File: src/rtl/booth_mul_arbiter_pkg.sv
// booth_arb_pkg: shared types and constants for the Booth multiplier arbiter.
//   arb_state_t : arbiter FSM states
//   DEF_*       : default parameter values
//   prod_w()    : product width for a given operand width
package booth_arb_pkg;

  typedef enum logic [1:0] {
    IDLE   = 2'd0,
    LAUNCH = 2'd1,
    WAIT   = 2'd2,
    RESP   = 2'd3
  } arb_state_t;

  localparam int DEF_N_REQ   = 4;
  localparam int DEF_WIDTH   = 8;
  localparam int DEF_TIMEOUT = 64;

  function automatic int prod_w(input int w);
    return 2 * w;
  endfunction

endpackage

File: src/rtl/booth_mul_arbiter_if.sv
// booth_mul_arbiter_if: request, core and response signals of the arbiter.
//   req_valid/req_a/req_b -> req_ready        : per-requester handshake
//   mul_start/mul_a/mul_b -> mul_done/product : multiplier core side
//   resp_valid/id/product/err <- resp_ready   : response handshake
//   busy                                      : arbiter not idle
// Modports: slave = the arbiter, master = clients plus core.
interface booth_mul_arbiter_if
  import booth_arb_pkg::*;
#(
  parameter int N_REQ = DEF_N_REQ,
  parameter int WIDTH = DEF_WIDTH
);
  localparam int PW = prod_w(WIDTH);
  localparam int IW = $clog2(N_REQ);

  logic [N_REQ-1:0]            req_valid;
  logic [N_REQ-1:0][WIDTH-1:0] req_a;
  logic [N_REQ-1:0][WIDTH-1:0] req_b;
  logic [N_REQ-1:0]            req_ready;

  logic                        mul_start;
  logic [WIDTH-1:0]            mul_a;
  logic [WIDTH-1:0]            mul_b;
  logic                        mul_done;
  logic [PW-1:0]               mul_product;

  logic                        resp_valid;
  logic                        resp_ready;
  logic [IW-1:0]               resp_id;
  logic [PW-1:0]               resp_product;
  logic                        resp_err;

  logic                        busy;

  modport slave (
    input  req_valid, req_a, req_b, mul_done, mul_product, resp_ready,
    output req_ready, mul_start, mul_a, mul_b,
           resp_valid, resp_id, resp_product, resp_err, busy
  );

  modport master (
    output req_valid, req_a, req_b, mul_done, mul_product, resp_ready,
    input  req_ready, mul_start, mul_a, mul_b,
           resp_valid, resp_id, resp_product, resp_err, busy
  );

endinterface

File: src/rtl/booth_mul_arbiter_rr_select.sv
// rr_select: combinational round-robin priority selector.
//   req      : request vector
//   ptr      : highest-priority index this cycle
//   grant    : one-hot winner (zero when no request)
//   grant_id : winner index
//   any      : at least one request present
module rr_select #(
  parameter int N_REQ = 4,
  parameter int IW    = $clog2(N_REQ)
) (
  input  logic [N_REQ-1:0] req,
  input  logic [IW-1:0]    ptr,
  output logic [N_REQ-1:0] grant,
  output logic [IW-1:0]    grant_id,
  output logic             any
);

  logic [IW-1:0] idx;

  // Walk from the farthest offset to the nearest so the last hit, the one
  // closest to ptr, is the one that sticks.
  always_comb begin
    grant    = '0;
    grant_id = '0;
    any      = 1'b0;
    idx      = '0;
    for (int k = N_REQ - 1; k >= 0; k--) begin
      idx = IW'((int'(ptr) + k) % N_REQ);
      if (req[idx]) begin
        grant      = '0;
        grant[idx] = 1'b1;
        grant_id   = idx;
        any        = 1'b1;
      end
    end
  end

endmodule

File: src/rtl/booth_mul_arbiter.sv
// booth_mul_arbiter: shares one Booth multiplier core among N_REQ requesters.
// Requests are granted round-robin, the core is launched with the granted
// operands, completion is awaited under a watchdog, and the product is
// returned tagged with the requester index.
//   clk, rst : clock, synchronous active-high reset
//   bus      : booth_mul_arbiter_if.slave (requests, core, response, busy)
module booth_mul_arbiter
  import booth_arb_pkg::*;
#(
  parameter int N_REQ   = DEF_N_REQ,
  parameter int WIDTH   = DEF_WIDTH,
  parameter int TIMEOUT = DEF_TIMEOUT
) (
  input logic                clk,
  input logic                rst,
  booth_mul_arbiter_if.slave bus
);

  localparam int PW = prod_w(WIDTH);
  localparam int IW = $clog2(N_REQ);
  localparam int CW = $clog2(TIMEOUT);

  arb_state_t       state, state_nxt;
  logic [IW-1:0]    ptr;
  logic [IW-1:0]    grant_id;
  logic [N_REQ-1:0] sel_grant;
  logic [IW-1:0]    sel_id;
  logic             sel_any;
  logic [WIDTH-1:0] op_a, op_b;
  logic [CW-1:0]    wdog;
  logic [PW-1:0]    result;
  logic             err;
  logic             accept;
  logic             resp_fire;
  logic             wdog_exp;

  rr_select #(.N_REQ(N_REQ)) u_sel (
    .req      (bus.req_valid),
    .ptr      (ptr),
    .grant    (sel_grant),
    .grant_id (sel_id),
    .any      (sel_any)
  );

  // Last WAIT cycle: counter starts at 0 in the first WAIT cycle, so the
  // response lands TIMEOUT+1 cycles after mul_start.
  assign wdog_exp = (wdog == CW'(TIMEOUT - 1));

  always_ff @(posedge clk) begin
    if (rst) state <= IDLE;
    else     state <= state_nxt;
  end

  always_comb begin
    state_nxt      = state;
    bus.req_ready  = '0;
    bus.mul_start  = 1'b0;
    bus.resp_valid = 1'b0;
    bus.busy       = 1'b1;
    accept         = 1'b0;
    resp_fire      = 1'b0;
    case (state)
      IDLE: begin
        bus.busy = 1'b0;
        // A grant during reset would be lost, so never advertise one.
        if (sel_any && !rst) begin
          bus.req_ready = sel_grant;
          accept        = 1'b1;
          state_nxt     = LAUNCH;
        end
      end
      LAUNCH: begin
        bus.mul_start = 1'b1;
        state_nxt     = WAIT;
      end
      WAIT: begin
        if (bus.mul_done || wdog_exp) state_nxt = RESP;
      end
      RESP: begin
        bus.resp_valid = 1'b1;
        if (bus.resp_ready) begin
          resp_fire = 1'b1;
          state_nxt = IDLE;
        end
      end
      default: state_nxt = IDLE;
    endcase
  end

  always_ff @(posedge clk) begin
    if (rst) begin
      ptr      <= '0;
      grant_id <= '0;
      op_a     <= '0;
      op_b     <= '0;
      wdog     <= '0;
      result   <= '0;
      err      <= 1'b0;
    end else begin
      if (accept) begin
        op_a     <= bus.req_a[sel_id];
        op_b     <= bus.req_b[sel_id];
        grant_id <= sel_id;
      end

      if (state == LAUNCH)    wdog <= '0;
      else if (state == WAIT) wdog <= wdog + CW'(1);

      // Result is only ever latched in WAIT; done pulses elsewhere are stray.
      // Done has priority over an expiring watchdog.
      if (state == WAIT) begin
        if (bus.mul_done) begin
          result <= bus.mul_product;
          err    <= 1'b0;
        end else if (wdog_exp) begin
          result <= '0;
          err    <= 1'b1;
        end
      end

      if (resp_fire)
        ptr <= (grant_id == IW'(N_REQ - 1)) ? '0 : grant_id + IW'(1);
    end
  end

  assign bus.mul_a        = op_a;
  assign bus.mul_b        = op_b;
  assign bus.resp_id      = grant_id;
  assign bus.resp_product = result;
  assign bus.resp_err     = err;

endmodule

File: src/flat_wrapper.sv
// flat-port wrapper written by rule: the top's interface ports become plain ports
module booth_mul_arbiter_flat import booth_arb_pkg::*;
#(
  parameter int N_REQ   = DEF_N_REQ,
  parameter int WIDTH   = DEF_WIDTH,
  parameter int TIMEOUT = DEF_TIMEOUT
)
  (clk, rst, bus_req_valid, bus_req_a, bus_req_b, bus_mul_done, bus_mul_product, bus_resp_ready, bus_req_ready, bus_mul_start, bus_mul_a, bus_mul_b, bus_resp_valid, bus_resp_id, bus_resp_product, bus_resp_err, bus_busy);
  booth_mul_arbiter_if #(.N_REQ(N_REQ), .WIDTH(WIDTH)) bus_i ();
  input logic clk;
  input logic rst;
  input wire logic [$bits(bus_i.req_valid)-1:0] bus_req_valid;
  input wire logic [$bits(bus_i.req_a)-1:0] bus_req_a;
  input wire logic [$bits(bus_i.req_b)-1:0] bus_req_b;
  input wire logic [$bits(bus_i.mul_done)-1:0] bus_mul_done;
  input wire logic [$bits(bus_i.mul_product)-1:0] bus_mul_product;
  input wire logic [$bits(bus_i.resp_ready)-1:0] bus_resp_ready;
  output wire logic [$bits(bus_i.req_ready)-1:0] bus_req_ready;
  output wire logic [$bits(bus_i.mul_start)-1:0] bus_mul_start;
  output wire logic [$bits(bus_i.mul_a)-1:0] bus_mul_a;
  output wire logic [$bits(bus_i.mul_b)-1:0] bus_mul_b;
  output wire logic [$bits(bus_i.resp_valid)-1:0] bus_resp_valid;
  output wire logic [$bits(bus_i.resp_id)-1:0] bus_resp_id;
  output wire logic [$bits(bus_i.resp_product)-1:0] bus_resp_product;
  output wire logic [$bits(bus_i.resp_err)-1:0] bus_resp_err;
  output wire logic [$bits(bus_i.busy)-1:0] bus_busy;
  assign bus_i.req_valid = bus_req_valid;
  assign bus_i.req_a = bus_req_a;
  assign bus_i.req_b = bus_req_b;
  assign bus_i.mul_done = bus_mul_done;
  assign bus_i.mul_product = bus_mul_product;
  assign bus_i.resp_ready = bus_resp_ready;
  assign bus_req_ready = bus_i.req_ready;
  assign bus_mul_start = bus_i.mul_start;
  assign bus_mul_a = bus_i.mul_a;
  assign bus_mul_b = bus_i.mul_b;
  assign bus_resp_valid = bus_i.resp_valid;
  assign bus_resp_id = bus_i.resp_id;
  assign bus_resp_product = bus_i.resp_product;
  assign bus_resp_err = bus_i.resp_err;
  assign bus_busy = bus_i.busy;
  booth_mul_arbiter #(.N_REQ(N_REQ), .WIDTH(WIDTH), .TIMEOUT(TIMEOUT)) u_core (.clk(clk), .rst(rst), .bus(bus_i));
endmodule
File: config.mk
export PLATFORM = sky130hd
export DESIGN_NAME = booth_mul_arbiter_flat
export DESIGN_NICKNAME = d
export VERILOG_FILES = /design/src/rtl/booth_mul_arbiter_pkg.sv /design/src/rtl/booth_mul_arbiter_if.sv /design/src/rtl/booth_mul_arbiter_rr_select.sv /design/src/rtl/booth_mul_arbiter.sv /design/src/flat_wrapper.sv
export SDC_FILE = /design/constraint.sdc
export NUM_CORES = 1
export LEC_CHECK = 0
export ABC_AREA = 1
export BUFFER_PORTS_ARGS = -buffer_cell sky130_fd_sc_hd__buf_4
export CORE_UTILIZATION = 43
export DETAILED_ROUTE_END_ITERATION = 16
export HOLD_SLACK_MARGIN = 0.02
export PLACE_DENSITY = 0.8
export SYNTH_ARGS = -nofsm -noshare
export SYNTH_HDL_FRONTEND = slang
export SYNTH_SLANG_ARGS = --single-unit
File: constraint.sdc
create_clock -name clk -period 2.4 [get_ports clk]
set_input_delay 0.48 -clock clk [delete_from_list [all_inputs] [get_ports clk]]
set_output_delay 0.48 -clock clk [all_outputs]
set_load 0.03 [all_outputs]
== Word-level counts from Yosys, hierarchy flattened ==
Index checks and enable logic that the tools add are counted.

* Bits of input ports: 88
* Output and inout bits: 42
* Logic and storage cells: 92
* Bits in registers: 45

* Equality and inequality tests: 8
* Multiplexer cells: 50
* $lt $le $gt $ge: 9
* Add/subtract/negate cells: 5
* Reduce and logical (&&, ||, !) cells: 12

{| class="wikitable"
|+ Operators with widths
! operator !! number
|-
| $bmux W8 S2 || 2
|-
| $mux W16 || 2
|-
| $mux W4 || 6
|-
| $mux W1 || 21
|-
| $mux W2 || 8
|-
| $mux W8 || 2
|-
| $lt A2 B3 Y1 const B || 5
|-
| $bmux W1 S2 || 4
|-
| $demux W1 S2 || 4
|-
| $ge A2 B1 Y1 const B || 4
|-
| $pmux W2 S4 || 1
|-
| $add A6 B1 Y6 const B || 1
|-
| $eq A2 B2 Y1 const B || 3
|-
| $eq A6 B6 Y1 const B || 1
|-
| $logic_and A1 B1 Y1 || 5
|-
| $add A2 B1 Y2 const B || 2
|-
| $add A2 B2 Y2 const B || 2
|-
| $ne A2 B1 Y1 const B || 2
|-
| $reduce_and A3 Y1 || 1
|-
| $eq A2 B1 Y1 const B || 1
|-
| $logic_not A2 Y1 || 1
|-
| $ne A2 B2 Y1 const B || 1
|-
| $reduce_and A2 Y1 || 1
|-
| $reduce_bool A2 Y1 || 1
|-
| 3 further kinds || 3
|}

== Longest topological paths before layout ==
* Word-level depth: 11
* Gate-level depth with buffers: 17
* Mapped depth without buffers: 15

== Cells and area by module ==
A second synthesis with hierarchy kept.

* Cell total of the unflattened synthesis: 422
* Area, all modules: 2,827.7 µm²

{| class="wikitable"
|+ Modules (own cells, without submodules)
! module !! area an instance (µm²) !! times used !! cells an instance !! sequential area each (µm²)
|-
| booth_mul_arbiter || 2,324.7 || 1 || 336 || 900.9
|-
| rr_select || 503.0 || 1 || 86 || 0.0
|}

== Least setup slack after synthesis ==
No wires, ideal clock.

* Path type: reg2out
* Start point: register u_core.ptr[0]
* End point: output port bus_req_ready[0]
* Arrival: 2.459 ns
* Data required time: 1.920 ns
* Cell stages (with the launch flop): 12
* Path slack: -0.539 ns
* Path buffers: 2
* Path through: dfxtp_1 > buf_6 > inv_6 > ha_1 > inv_1 > nand3_1 > nand2_1 > nor2_2 > nand2_4 > nand3_4 > buf_2 > a211oi_1

* Cells in the longest elaborated chain, start to end: 11
* Elaborated cells on any way between the ends: 42
* Those cells by class: add/sub: 3; order compare: 8; mux: 26; reduce/logical: 5

{| class="wikitable"
|+ RTL lines
! item !! line !! text
|-
| from (decl) || booth_mul_arbiter.sv:24 || <nowiki>logic [IW-1:0] ptr;</nowiki>
|-
| from (signal assigned) || booth_mul_arbiter.sv:122 || <nowiki>ptr <= (grant_id == IW'(N_REQ - 1)) ? '0 : grant_id + IW'(1);</nowiki>
|-
| $add A2 B2 Y2 || booth_mul_arbiter_rr_select.sv:28 || <nowiki>idx = IW'((int'(ptr) + k) % N_REQ);</nowiki>
|-
| $lt A2 B3 Y1 (not written as such) or $ge A2 B1 Y1 (tied branches) || booth_mul_arbiter_rr_select.sv:31 || <nowiki>grant[idx] = 1'b1;</nowiki>
|-
| $logic_and A1 B1 Y1 (not written as such) || booth_mul_arbiter_rr_select.sv:31 ||
|-
| $mux W1 (not written as such) || booth_mul_arbiter_rr_select.sv:31 ||
|-
| $demux W1 S2 || booth_mul_arbiter_rr_select.sv:31 ||
|-
| $mux W4 (4 in series) || booth_mul_arbiter_rr_select.sv:29 || <nowiki>if (req[idx]) begin</nowiki>
|-
| $mux W4 * || booth_mul_arbiter.sv:66 || <nowiki>if (sel_any && !rst) begin</nowiki>
|-
| $mux W4 * || booth_mul_arbiter.sv:62 || <nowiki>case (state)</nowiki>
|-
| to (decl) || flat_wrapper.sv:18 || <nowiki>output wire logic [$bits(bus_i.req_ready)-1:0] bus_req_ready;</nowiki>
|}

Every way passes the cells marked *; elsewhere a longest branch is shown, timed or not. The select of a mux whose other input is x is not followed.

== Final worst setup path ==
* Start point: register u_core.ptr[0]
* End point: output port bus_req_ready[2]

Same word-level chain as after synthesis.

==> qor.yml <==
power.share.clock_pct: 13.3
fp.dieW_um: 83.8
power.combinational.fraction_pct: 58.6
fin_worst_skew_ns: 0.00954
arrival_ns: 1.93
vias: 3273
place.gp.congestion: 0.941
final_nets: 687
power.net_switching_uw: 1740
layout_cell_share_with_drive_strength_beyond_1_pct: 35.0
area_used_by_multi_input_combinational_logic_mm2: 0.00177
grt_util_all_layers_pct: 24.2
use_met2_pct: 43.8
postCtsHoldBufs: 0
area_growth_pct: 47.4
synth_edf_count: 0
dominantRegCellSynth: "dfxtp_1"
first_pass_grt_wire_length_um: 14000
worstHoldPathCells: 3
synth_top_family_by_area: "simple AND/OR/NAND/NOR gates"
drt_first_pass_iters: 4
grt_util_met1_pct: 28.7
worstHoldPathType: "in -> reg"
placement.io_buffers: 129
area_fraction_in_and_or_nand_and_nor_cells_after_synthesis_pct: 40.8
seqPwrFrac_pct: 28.0
worstSetupStartpointType: "register"
globalRoute.busiestLayer: "met2"
final_min_period_over_clock_period_pct: 100
finalHoldViolations: 0
number_of_synthesized_register_bits: 45
worst_r2r_path_depth: 14
root_buffer: "clkbuf_8"
power_per_standard_cell_area_mw_per_mm2: 877
cts_tree: "done"
internal_power_uw: 1980
antenna_violating_nets_post_route: 0
numClockSinks: 45
netlist_top_cells_area: "dfxtp_1 (31%), nand2_1 (21%), nand3_1 (11%)"
slew_viol_final: 0
tightestPinTransition_ns: 0.470
antenna_cells: 0
grt_setup_unrepaired: "yes"
avgRoutedWirePerCell_um: 13.1
layout_fillers: 586
largest_net_degree_at_the_start_of_global_routing: 28
synth_area_mm2: 0.00287
fp.coreArea_mm2: 0.00639
cp_max_fo: 10
synth_xor_xnor_area_share_pct: 0.305
dominant_cell_by_count_in_the_synthesized_netlist: "nand2_1"
violations: "setup timing"
timing.max_cap.violations: 0
overflow: 0
cellLeakagePower_uw: 0.00219
worst-endpoint-required_ns: 1.92
totalWireLength_um: 8680
clock_latency_ns: 0.30
yosys.area.top_type_share_pct: 31.3
p_sw_share_pct: 46.7
synth_compound_gate_area_share_pct: 9.71
vdd.ir_drop.worst_mv: 0.640
cts_inserted_buffers: 5
mean_number_of_vias_per_cell: 4.94
criticalPathCategory: "reg -> out"
synth_area_per_cell_um2: 6.42
clkTransAtPathRegs_ns: 0.09
slew-limit-headroom_pct: 68.5
starting_density_of_the_core_pct: 45.0
place.detailed.hpwl_um: 6330
cts_max_path_buffers: 2
synth.distinct_cells: 30
timing.final.crit_period_ns: 2.41
max_freq_mhz: 415
postSynth.asyncResetShare_pct: 0
finalSetupViolations: 4
number_of_antenna_violations_at_the_first_check_in_global_routing: 0
post_synth_inst_count: 448
endpoint_kind: "primary output"
synth_top_cells_by_count: "nand2_1 (162), nand3_1 (61), inv_1 (48), dfxtp_1 (45), a21oi_1 (31)"
die-area_mm2: 0.00701
synth-seq-area-share_pct: 31.3
synth_largest_area_cell: "dfxtp_1"
row_count: 29
outcome: "finished, violations left"
detailedRoute.firstIterationViolations: 73
post_synth_mux_area_share_pct: 0
synth_fp_nets: 550
yosysWarnings: 0
pin_count: 130
chipHeight_um: 83.8
drc: 0
number_of_global_route_vias_before_repair: 3132
synthAdderAreaFrac_pct: 6.09
global_route.usage.met3_pct: 5.44
layout_setup_ws_ns: -0.0101
cts.htree.levels: 2
detailedPlace.worstSlack_ns: 0.0619
seq_area_um2: 906
setup_tns_ns: -0.0254
## layer usage
layer,share of wire [%],vias to the layer above
met5,0,-
met3,5.6,18
li1,-,1689
met2,51,100
met4,1.9,0
met1,42,1466
## worst max-delay path, cell delays in order, from the launching register on
cell	delay, ns
dfxtp_4	0.37
buf_6	0.15
nand2_1	0.19
nand3_2	0.14
nand2_4	0.12
nor2_2	0.06
nand2_4	0.07
nand3_4	0.14
a211oi_4	0.25
buf_6	0.16
## sequential cells by signal (all words and copies together) (netlist names)
name,cells
u_core.bus.resp_err,1
u_core.bus.resp_product,16
u_core.ptr,2
u_core.bus.mul_a,8
u_core.bus.resp_id,2
u_core.wdog,6
u_core.state,2
u_core.bus.mul_b,8
## cells by family (layout without fill, tap and decap cells)
| group | after synthesis | after routing |
|---|---|---|
| adder cells (fa/ha/maj) | 14 | 14 |
| AO/OA/AOI/OAI | 50 | 50 |
| buffers and inverters | 73 | 211 |
| XOR/XNOR | 1 | 1 |
| AND/OR/NAND/NOR | 265 | 265 |
| flip-flops | 45 | 45 |
## path summary, 6_finish.rpt
check                                           startpoint  slack (ns)                          to
worst max-delay path                         u_core.ptr[0]       -0.01            bus_req_ready[2]
worst min-delay path                         bus_req_b[30]        0.40         u_core.bus.mul_b[6]
worst min register to register  u_core.bus.resp_product[7]        0.47  u_core.bus.resp_product[7]
worst max register to register               u_core.ptr[0]        0.13         u_core.bus.mul_a[3]
## repair_timing
action,in CTS,in global routing
buffers inserted,4,6
endpoints found under the hold margin,0,0
pin swaps,6,9
resized for setup,16,12
endpoints found under the setup margin,4,10
## per-stage QoR
step	total power [uW]	util [%]	instance area (um^2)	hold slack (ns)	cells
after floorplan	2480	-	2940	0.457	448
after global placement	3040	61.8	3950	0.450	645
after detailed placement	3090	61.8	3950	0.454	645
after CTS	3660	64.8	4140	0.398	657
after global routing	3980	66.3	4240	0.400	663
final	3720	66.3	4240	0.404	663
## cell usage in the layout, fill, tap and decap left out, drive strengths merged
master | synthesis | layout
xor2 | 1 | 1
ha | 14 | 14
o21ai | 7 | 7
nand2 | 176 | 176
a31oi | 2 | 2
clkbuf | 7 | 6
buf | 13 | 150
a21oi | 31 | 31
or2 | 1 | 1
a41oi | 1 | 1
nor3b | 1 | 1
clkinv | 1 | 3
nand3 | 63 | 63
a211oi | 5 | 5
inv | 52 | 52
nor3 | 5 | 5
dfxtp | 45 | 45
o211ai | 4 | 4
nor2 | 19 | 19
## power by group through the flow
stage	sequential (uW)	combinational [uW]	clock, uW
after floorplan	1310	1170	0
after global placement	1050	1990	0
after detailed placement	1050	2030	0
after CTS	1040	2110	509
after global routing	1060	2390	533
final	1040	2180	494
## layout make-up
| type | count | area share, % |
|---|---|---|
| clock buffer | 6 | 1.95 |
| clock inverter | 2 | 0.325 |
| inverter | 53 | 4.99 |
| multi-input combinational | 330 | 41.9 |
| sequential | 45 | 21.4 |
| tap | 77 | 2.27 |
| timing repair buffer | 150 | 27.2 |
Power figures use the tool's default switching activity.
